===== src/rtl/soc_wb_sram_arbiter_if.sv =====
// soc_wb_sram_arbiter_if: Wishbone bus bundle between an initiator, the arbiter and the memory slave.
interface soc_wb_sram_arbiter_if;
    logic        cyc;
    logic        stb;
    logic        we;
    logic [31:0] adr;
    logic [3:0]  sel;
    logic [31:0] dat_w;
    logic [31:0] dat_r;
    logic        ack;
    logic        err;
    modport master (output cyc, stb, we, adr, sel, dat_w, input dat_r, ack, err);
    modport slave (input cyc, stb, we, adr, sel, dat_w, output dat_r, ack, err);
endinterface


===== src/rtl/soc_wb_sram_arbiter.sv =====
// soc_wb_sram_arbiter: round-robin two-initiator Wishbone arbiter with a stall watchdog.
module soc_wb_sram_arbiter #(
    parameter int TIMEOUT_CYCLES = 255
) (
    input  logic                        wb_clk_i,
    input  logic                        wb_rst_n_i,
    soc_wb_sram_arbiter_if.slave        m0,
    soc_wb_sram_arbiter_if.slave        m1,
    soc_wb_sram_arbiter_if.master       s,
    output logic [1:0]                  grant_o,
    output logic                        timeout_o
);
    typedef enum logic [1:0] {IDLE, GRANT0, GRANT1, TOERR} state_t;
    localparam logic [7:0] LIMIT = 8'(TIMEOUT_CYCLES - 1);
    state_t     state;
    logic       last;
    logic [7:0] cnt;
    logic       granted;
    logic       own_cyc;
    logic       own_stb;
    logic       oth_cyc;
    logic       stalled;
    // outside IDLE, last always names the current owner
    assign granted = state == GRANT0 || state == GRANT1;
    assign own_cyc = last ? m1.cyc : m0.cyc;
    assign own_stb = last ? m1.stb : m0.stb;
    assign oth_cyc = last ? m0.cyc : m1.cyc;
    assign stalled = granted && own_stb && !s.ack && !s.err;
    always_ff @(posedge wb_clk_i or negedge wb_rst_n_i) begin
        if (!wb_rst_n_i) begin
            state <= IDLE;
            last  <= 1'b1;
            cnt   <= '0;
        end else begin
            cnt <= stalled ? (cnt == 8'hff ? cnt : cnt + 8'd1) : '0;
            if (state == IDLE) begin
                if (m0.cyc && (!m1.cyc || last)) begin
                    state <= GRANT0;
                    last  <= 1'b0;
                end else if (m1.cyc) begin
                    state <= GRANT1;
                    last  <= 1'b1;
                end
            end else if (stalled && cnt == LIMIT) begin
                state <= TOERR;
            end else if (own_cyc) begin
                state <= last ? GRANT1 : GRANT0;
            end else if (oth_cyc) begin
                state <= last ? GRANT0 : GRANT1;
                last  <= !last;
            end else begin
                state <= IDLE;
            end
        end
    end
    assign s.cyc   = granted && own_cyc;
    assign s.stb   = granted && own_stb;
    assign s.we    = granted && (last ? m1.we : m0.we);
    assign s.adr   = last ? m1.adr : m0.adr;
    assign s.sel   = last ? m1.sel : m0.sel;
    assign s.dat_w = last ? m1.dat_w : m0.dat_w;
    // read data is broadcast; only the owner ever sees a termination
    assign m0.dat_r = s.dat_r;
    assign m1.dat_r = s.dat_r;
    assign m0.ack   = granted && !last && s.ack;
    assign m1.ack   = granted && last && s.ack;
    assign m0.err   = !last && ((granted && s.err) || state == TOERR);
    assign m1.err   = last && ((granted && s.err) || state == TOERR);
    assign grant_o   = state == IDLE ? 2'b00 : last ? 2'b10 : 2'b01;
    assign timeout_o = state == TOERR;
endmodule

===== src/flat_wrapper.sv =====
// flat-port wrapper written by rule: the top's interface ports become plain ports
module soc_wb_sram_arbiter_flat 
#(
    parameter int TIMEOUT_CYCLES = 255
)
  (wb_clk_i, wb_rst_n_i, grant_o, timeout_o, m0_cyc, m0_stb, m0_we, m0_adr, m0_sel, m0_dat_w, m0_dat_r, m0_ack, m0_err, m1_cyc, m1_stb, m1_we, m1_adr, m1_sel, m1_dat_w, m1_dat_r, m1_ack, m1_err, s_cyc, s_stb, s_we, s_adr, s_sel, s_dat_w, s_dat_r, s_ack, s_err);
  soc_wb_sram_arbiter_if m0_i ();
  soc_wb_sram_arbiter_if m1_i ();
  soc_wb_sram_arbiter_if s_i ();
  input  logic wb_clk_i;
  input  logic wb_rst_n_i;
  output logic [1:0] grant_o;
  output logic timeout_o;
  input wire logic [$bits(m0_i.cyc)-1:0] m0_cyc;
  input wire logic [$bits(m0_i.stb)-1:0] m0_stb;
  input wire logic [$bits(m0_i.we)-1:0] m0_we;
  input wire logic [$bits(m0_i.adr)-1:0] m0_adr;
  input wire logic [$bits(m0_i.sel)-1:0] m0_sel;
  input wire logic [$bits(m0_i.dat_w)-1:0] m0_dat_w;
  output wire logic [$bits(m0_i.dat_r)-1:0] m0_dat_r;
  output wire logic [$bits(m0_i.ack)-1:0] m0_ack;
  output wire logic [$bits(m0_i.err)-1:0] m0_err;
  input wire logic [$bits(m1_i.cyc)-1:0] m1_cyc;
  input wire logic [$bits(m1_i.stb)-1:0] m1_stb;
  input wire logic [$bits(m1_i.we)-1:0] m1_we;
  input wire logic [$bits(m1_i.adr)-1:0] m1_adr;
  input wire logic [$bits(m1_i.sel)-1:0] m1_sel;
  input wire logic [$bits(m1_i.dat_w)-1:0] m1_dat_w;
  output wire logic [$bits(m1_i.dat_r)-1:0] m1_dat_r;
  output wire logic [$bits(m1_i.ack)-1:0] m1_ack;
  output wire logic [$bits(m1_i.err)-1:0] m1_err;
  output wire logic [$bits(s_i.cyc)-1:0] s_cyc;
  output wire logic [$bits(s_i.stb)-1:0] s_stb;
  output wire logic [$bits(s_i.we)-1:0] s_we;
  output wire logic [$bits(s_i.adr)-1:0] s_adr;
  output wire logic [$bits(s_i.sel)-1:0] s_sel;
  output wire logic [$bits(s_i.dat_w)-1:0] s_dat_w;
  input wire logic [$bits(s_i.dat_r)-1:0] s_dat_r;
  input wire logic [$bits(s_i.ack)-1:0] s_ack;
  input wire logic [$bits(s_i.err)-1:0] s_err;
  assign m0_i.cyc = m0_cyc;
  assign m0_i.stb = m0_stb;
  assign m0_i.we = m0_we;
  assign m0_i.adr = m0_adr;
  assign m0_i.sel = m0_sel;
  assign m0_i.dat_w = m0_dat_w;
  assign m0_dat_r = m0_i.dat_r;
  assign m0_ack = m0_i.ack;
  assign m0_err = m0_i.err;
  assign m1_i.cyc = m1_cyc;
  assign m1_i.stb = m1_stb;
  assign m1_i.we = m1_we;
  assign m1_i.adr = m1_adr;
  assign m1_i.sel = m1_sel;
  assign m1_i.dat_w = m1_dat_w;
  assign m1_dat_r = m1_i.dat_r;
  assign m1_ack = m1_i.ack;
  assign m1_err = m1_i.err;
  assign s_cyc = s_i.cyc;
  assign s_stb = s_i.stb;
  assign s_we = s_i.we;
  assign s_adr = s_i.adr;
  assign s_sel = s_i.sel;
  assign s_dat_w = s_i.dat_w;
  assign s_i.dat_r = s_dat_r;
  assign s_i.ack = s_ack;
  assign s_i.err = s_err;
  soc_wb_sram_arbiter #(.TIMEOUT_CYCLES(TIMEOUT_CYCLES)) u_core (.wb_clk_i(wb_clk_i), .wb_rst_n_i(wb_rst_n_i), .m0(m0_i), .m1(m1_i), .s(s_i), .grant_o(grant_o), .timeout_o(timeout_o));
endmodule

===== config.mk =====
export PLATFORM = sky130hd
export DESIGN_NAME = soc_wb_sram_arbiter_flat
export DESIGN_NICKNAME = d
export VERILOG_FILES = /design/src/rtl/soc_wb_sram_arbiter_if.sv /design/src/rtl/soc_wb_sram_arbiter.sv /design/src/flat_wrapper.sv
export SDC_FILE = /design/constraint.sdc
export NUM_CORES = 1
export LEC_CHECK = 0
export BUFFER_PORTS_ARGS = -buffer_cell sky130_fd_sc_hd__buf_2
export CAP_MARGIN = 20
export CORE_AREA = 2 2 125 127
export CTS_BUF_LIST = sky130_fd_sc_hd__clkbuf_4
export CTS_CLUSTER_DIAMETER = 80
export DETAILED_ROUTE_END_ITERATION = 8
export DIE_AREA = 0 0 127 129
export PLACE_DENSITY = 0.5
export SLEW_MARGIN = 20
export SYNTH_ARGS = -nofsm -noshare
export SYNTH_HDL_FRONTEND = slang
export SYNTH_SLANG_ARGS = --single-unit

===== constraint.sdc =====
create_clock -name wb_clk_i -period 1.5 [get_ports wb_clk_i]
set_input_delay 0.3 -clock wb_clk_i [delete_from_list [all_inputs] [get_ports wb_clk_i]]
set_output_delay 0.3 -clock wb_clk_i [all_outputs]
set_load 0.005 [all_outputs]

==> flow_metrics.env <==
export IMPL_cts_max_level=1
export IMPL_cpPeakStageDelay_ns=0.65
export IMPL_crit_path_top_delay_cell="dfstp_4"
export IMPL_worstMarginPinSlew_ns=0.335
export IMPL_ys_ff_latch=11
export IMPL_crit_path_start_kind="flip-flop"
export IMPL_synth_cell_area_um2=2090
export IMPL_hold_viol=0
export IMPL_whs_ns=0.346
export IMPL_ys_warn_count=0
export IMPL_cp_arrival_ns=1.69
export IMPL_synthDistinctLibCells=36
export IMPL_gp_congestion=0.776
export IMPL_post_dp_hpwl_um=9190
export IMPL_power_leakage_nw=2.12
export IMPL_post_drt_via_cell_ratio=3.98
export IMPL_critPathKind="reg2out"
export IMPL_cp_required_ns=1.20
export IMPL_clkLatencyLatePin_ns=0.28
export IMPL_synth_cells=228
export IMPL_finalCritPeriodShare_pct=133
export IMPL_seq_area_um2=280
export IMPL_die_y_um=129
export IMPL_syn_nets=410
export IMPL_fp_dieW_um=127
export IMPL_cts_num_sinks=11
export IMPL_grt_pass1_wl_um=14600
export IMPL_holdCritPathClass="in2reg"
export IMPL_final_common_cell="buf_2"
export IMPL_p_per_area_nw_per_um2=1020
export IMPL_cts_tree="yes"
export IMPL_fillerInstances=1631
export IMPL_outcome="finished with violations"
export IMPL_drv_slew=0
export IMPL_worstPathMaxFanout=14
export IMPL_cts_buffers=3
export IMPL_violations="negative setup slack"
export IMPL_area_growth_pct=91.3
export IMPL_drt_antenna_violating_nets=0
export IMPL_groute_usage_overall_pct=12.1
export IMPL_worst_slew_margin_rel_pct=77.7
export IMPL_total_power_mw=4.06
export IMPL_drv_cap=0
export IMPL_grt_setup_unrepaired="true"
export IMPL_overflow=0
export IMPL_ir_worst_vdd_v=0.000681
export IMPL_initial_utilization_pct=13.9
export IMPL_multi_input_area_um2=1540
export IMPL_drt_iter0_drc=59
export IMPL_layout_min_cycle_time_ns=1.99
export IMPL_critical_path_buf_inv_count=3
export IMPL_fmaxAchievable_ghz=0.501
export IMPL_rows=45
export IMPL_finalSetupViolCount=88
export IMPL_wl_um=11600
export IMPL_end_kind="output pin"
export IMPL_clock_root_buffer="clkbuf_4"
export IMPL_final_cell_mix="buf_2, buf_6, mux2_4, buf_4, mux2_2"
export IMPL_ios=320
export IMPL_cp_cell_sequence="buf_12 > buf_12 > mux2_2 > buf_2"
export IMPL_nets=593
export IMPL_clk_pin_slew_worst_paths_ns=0.08
export IMPL_io_buffers=223
export IMPL_num_vias=2379
export IMPL_finalClockSkew_ns=0.0107
export IMPL_avgRoutedWirePerCell_um=19.4
export IMPL_core_um2=15000
export IMPL_worst_slack_ns=-0.494
export IMPL_clk_path_buf_depth=2
export IMPL_antenna_found_initial=0
export IMPL_synth_area_per_cell_um2=9.16
export IMPL_grt_pass1_vias=2300
export IMPL_drive_gt1_share_pct=84.4
export IMPL_antennaDiodeCount=0
export IMPL_path_delay_family="flip-flops"
export IMPL_fp_dieArea_um2=16400
export IMPL_path_common_cell="buf_12"
export IMPL_drc=0
export IMPL_first_pass_iters=4
export IMPL_ys_seq_area_share_pct=13.2
export IMPL_grt_max_degree=21
## cells by family (layout without fill, tap and decap cells)
| group | after synthesis | count (layout) | share of synthesized area, % |
|---|---|---|---|
| buffers and inverters | 81 | 263 | 27.3 |
| muxes | 71 | 71 | 38.2 |
| DFF | 11 | 11 | 13.2 |
| and+or+nand+nor | 38 | 38 | 11.2 |
| xor gates and xnor gates | 3 | 3 | 1.26 |
| AOI/OAI and AO/OA | 20 | 20 | 6.47 |
| adders and majority gates | 4 | 4 | 2.40 |
## cell usage after synthesis (all sizes together)
master   count  area [um2]
a211oi       5        42.5
a21boi       1        7.51
a21oi        4        20.0
a22oi        2        15.0
a2bb2oi      1        8.76
a311oi       1        8.76
a31oi        2        12.5
and2         1        6.26
and3         3        23.8
and4         1        8.76
buf         76         551
dfrtp       10         250
dfstp        1        26.3
ha           4        50.1
inv          5        18.8
mux2        69         777
mux2i        2        20.0
nand2        9        36.3
nand2b       1        6.26
nand3        4        32.5
nand3b       1        7.51
nand4        1        21.3
nor2        10        37.5
nor2b        4        25.0
nor3         2        10.0
nor3b        1        18.8
o21ai        4        20.0
xnor2        2        17.5
xor2         1        8.76
## report_power, final
part	switching, mW	total [mW]	internal, mW
Combinational	1.30	3.46	2.16
Clock	0.107	0.228	0.121
Sequential	0.0334	0.372	0.339
## per-layer routing
layer	vias to the layer above	wire length, um	GRT usage (%)
met5	-	0	0
met4	0	76	1.23
met3	8	1360	6.11
met2	176	5020	18.4
met1	1097	5150	16.1
li1	1098	-	-
## layout make-up
type / count / area share [%]
timing repair buffer: 254 / 47.3
multi-input combinational: 136 / 38.6
sequential: 11 / 7.02
tap: 188 / 5.89
clock buffer: 4 / 0.752
inverter: 5 / 0.470
## per-stage QoR
step | instance area, um2 | utilization, % | setup slack, ns | instances | setup TNS [ns]
2_1_floorplan | 2090 | - | 0.0209 | 228 | 0
3_3_place_gp | 3030 | 20.2 | -0.272 | 578 | -13.37
3_5_place_dp | 3030 | 20.2 | -0.291 | 578 | -14.97
4_1_cts | 3580 | 23.9 | -0.570 | 593 | -38.96
5_1_grt | 4000 | 26.7 | -0.549 | 598 | -40.40
6_report | 4000 | 26.7 | -0.494 | 598 | -36.29
## sequential cells by signal (all words and copies together), names as in the netlist
name	flops
u_core.cnt	8
u_core.last	1
u_core.state	2
## worst paths after layout
check / to / from / slack (ns) / cells past startpoint
min in group asynchronous: u_core.cnt[6]$_DFFE_PN0P_ / wb_rst_n_i / 0.41 / 2
setup reg to reg: u_core.last$_DFFE_PN1P_ / u_core.last$_DFFE_PN1P_ / -0.26 / 7
max in group asynchronous: u_core.last$_DFFE_PN1P_ / wb_rst_n_i / 0.83 / 2
hold reg to reg: u_core.cnt[6]$_DFFE_PN0P_ / u_core.cnt[6]$_DFFE_PN0P_ / 0.53 / 1
setup / recovery: s_dat_w[23] / u_core.last$_DFFE_PN1P_ / -0.49 / 4
hold / removal: u_core.last$_DFFE_PN1P_ / m1_cyc / 0.35 / 3
## worst min-delay path, stage by stage
cell,delay (ns)
buf_2,0.14
nand3b_1,0.09
nand3_1,0.09
## what timing repair did
action / in CTS / in global routing
hold buffers: 1 / 0
cloned: 2 / 4
buffers inserted: 8 / 3
endpoints found under the setup margin: 88 / 87
endpoints found under the hold margin: 10 / 0
gates resized for setup: 79 / 80
pin swaps: 0 / 2
Power figures use the tool's default switching activity.
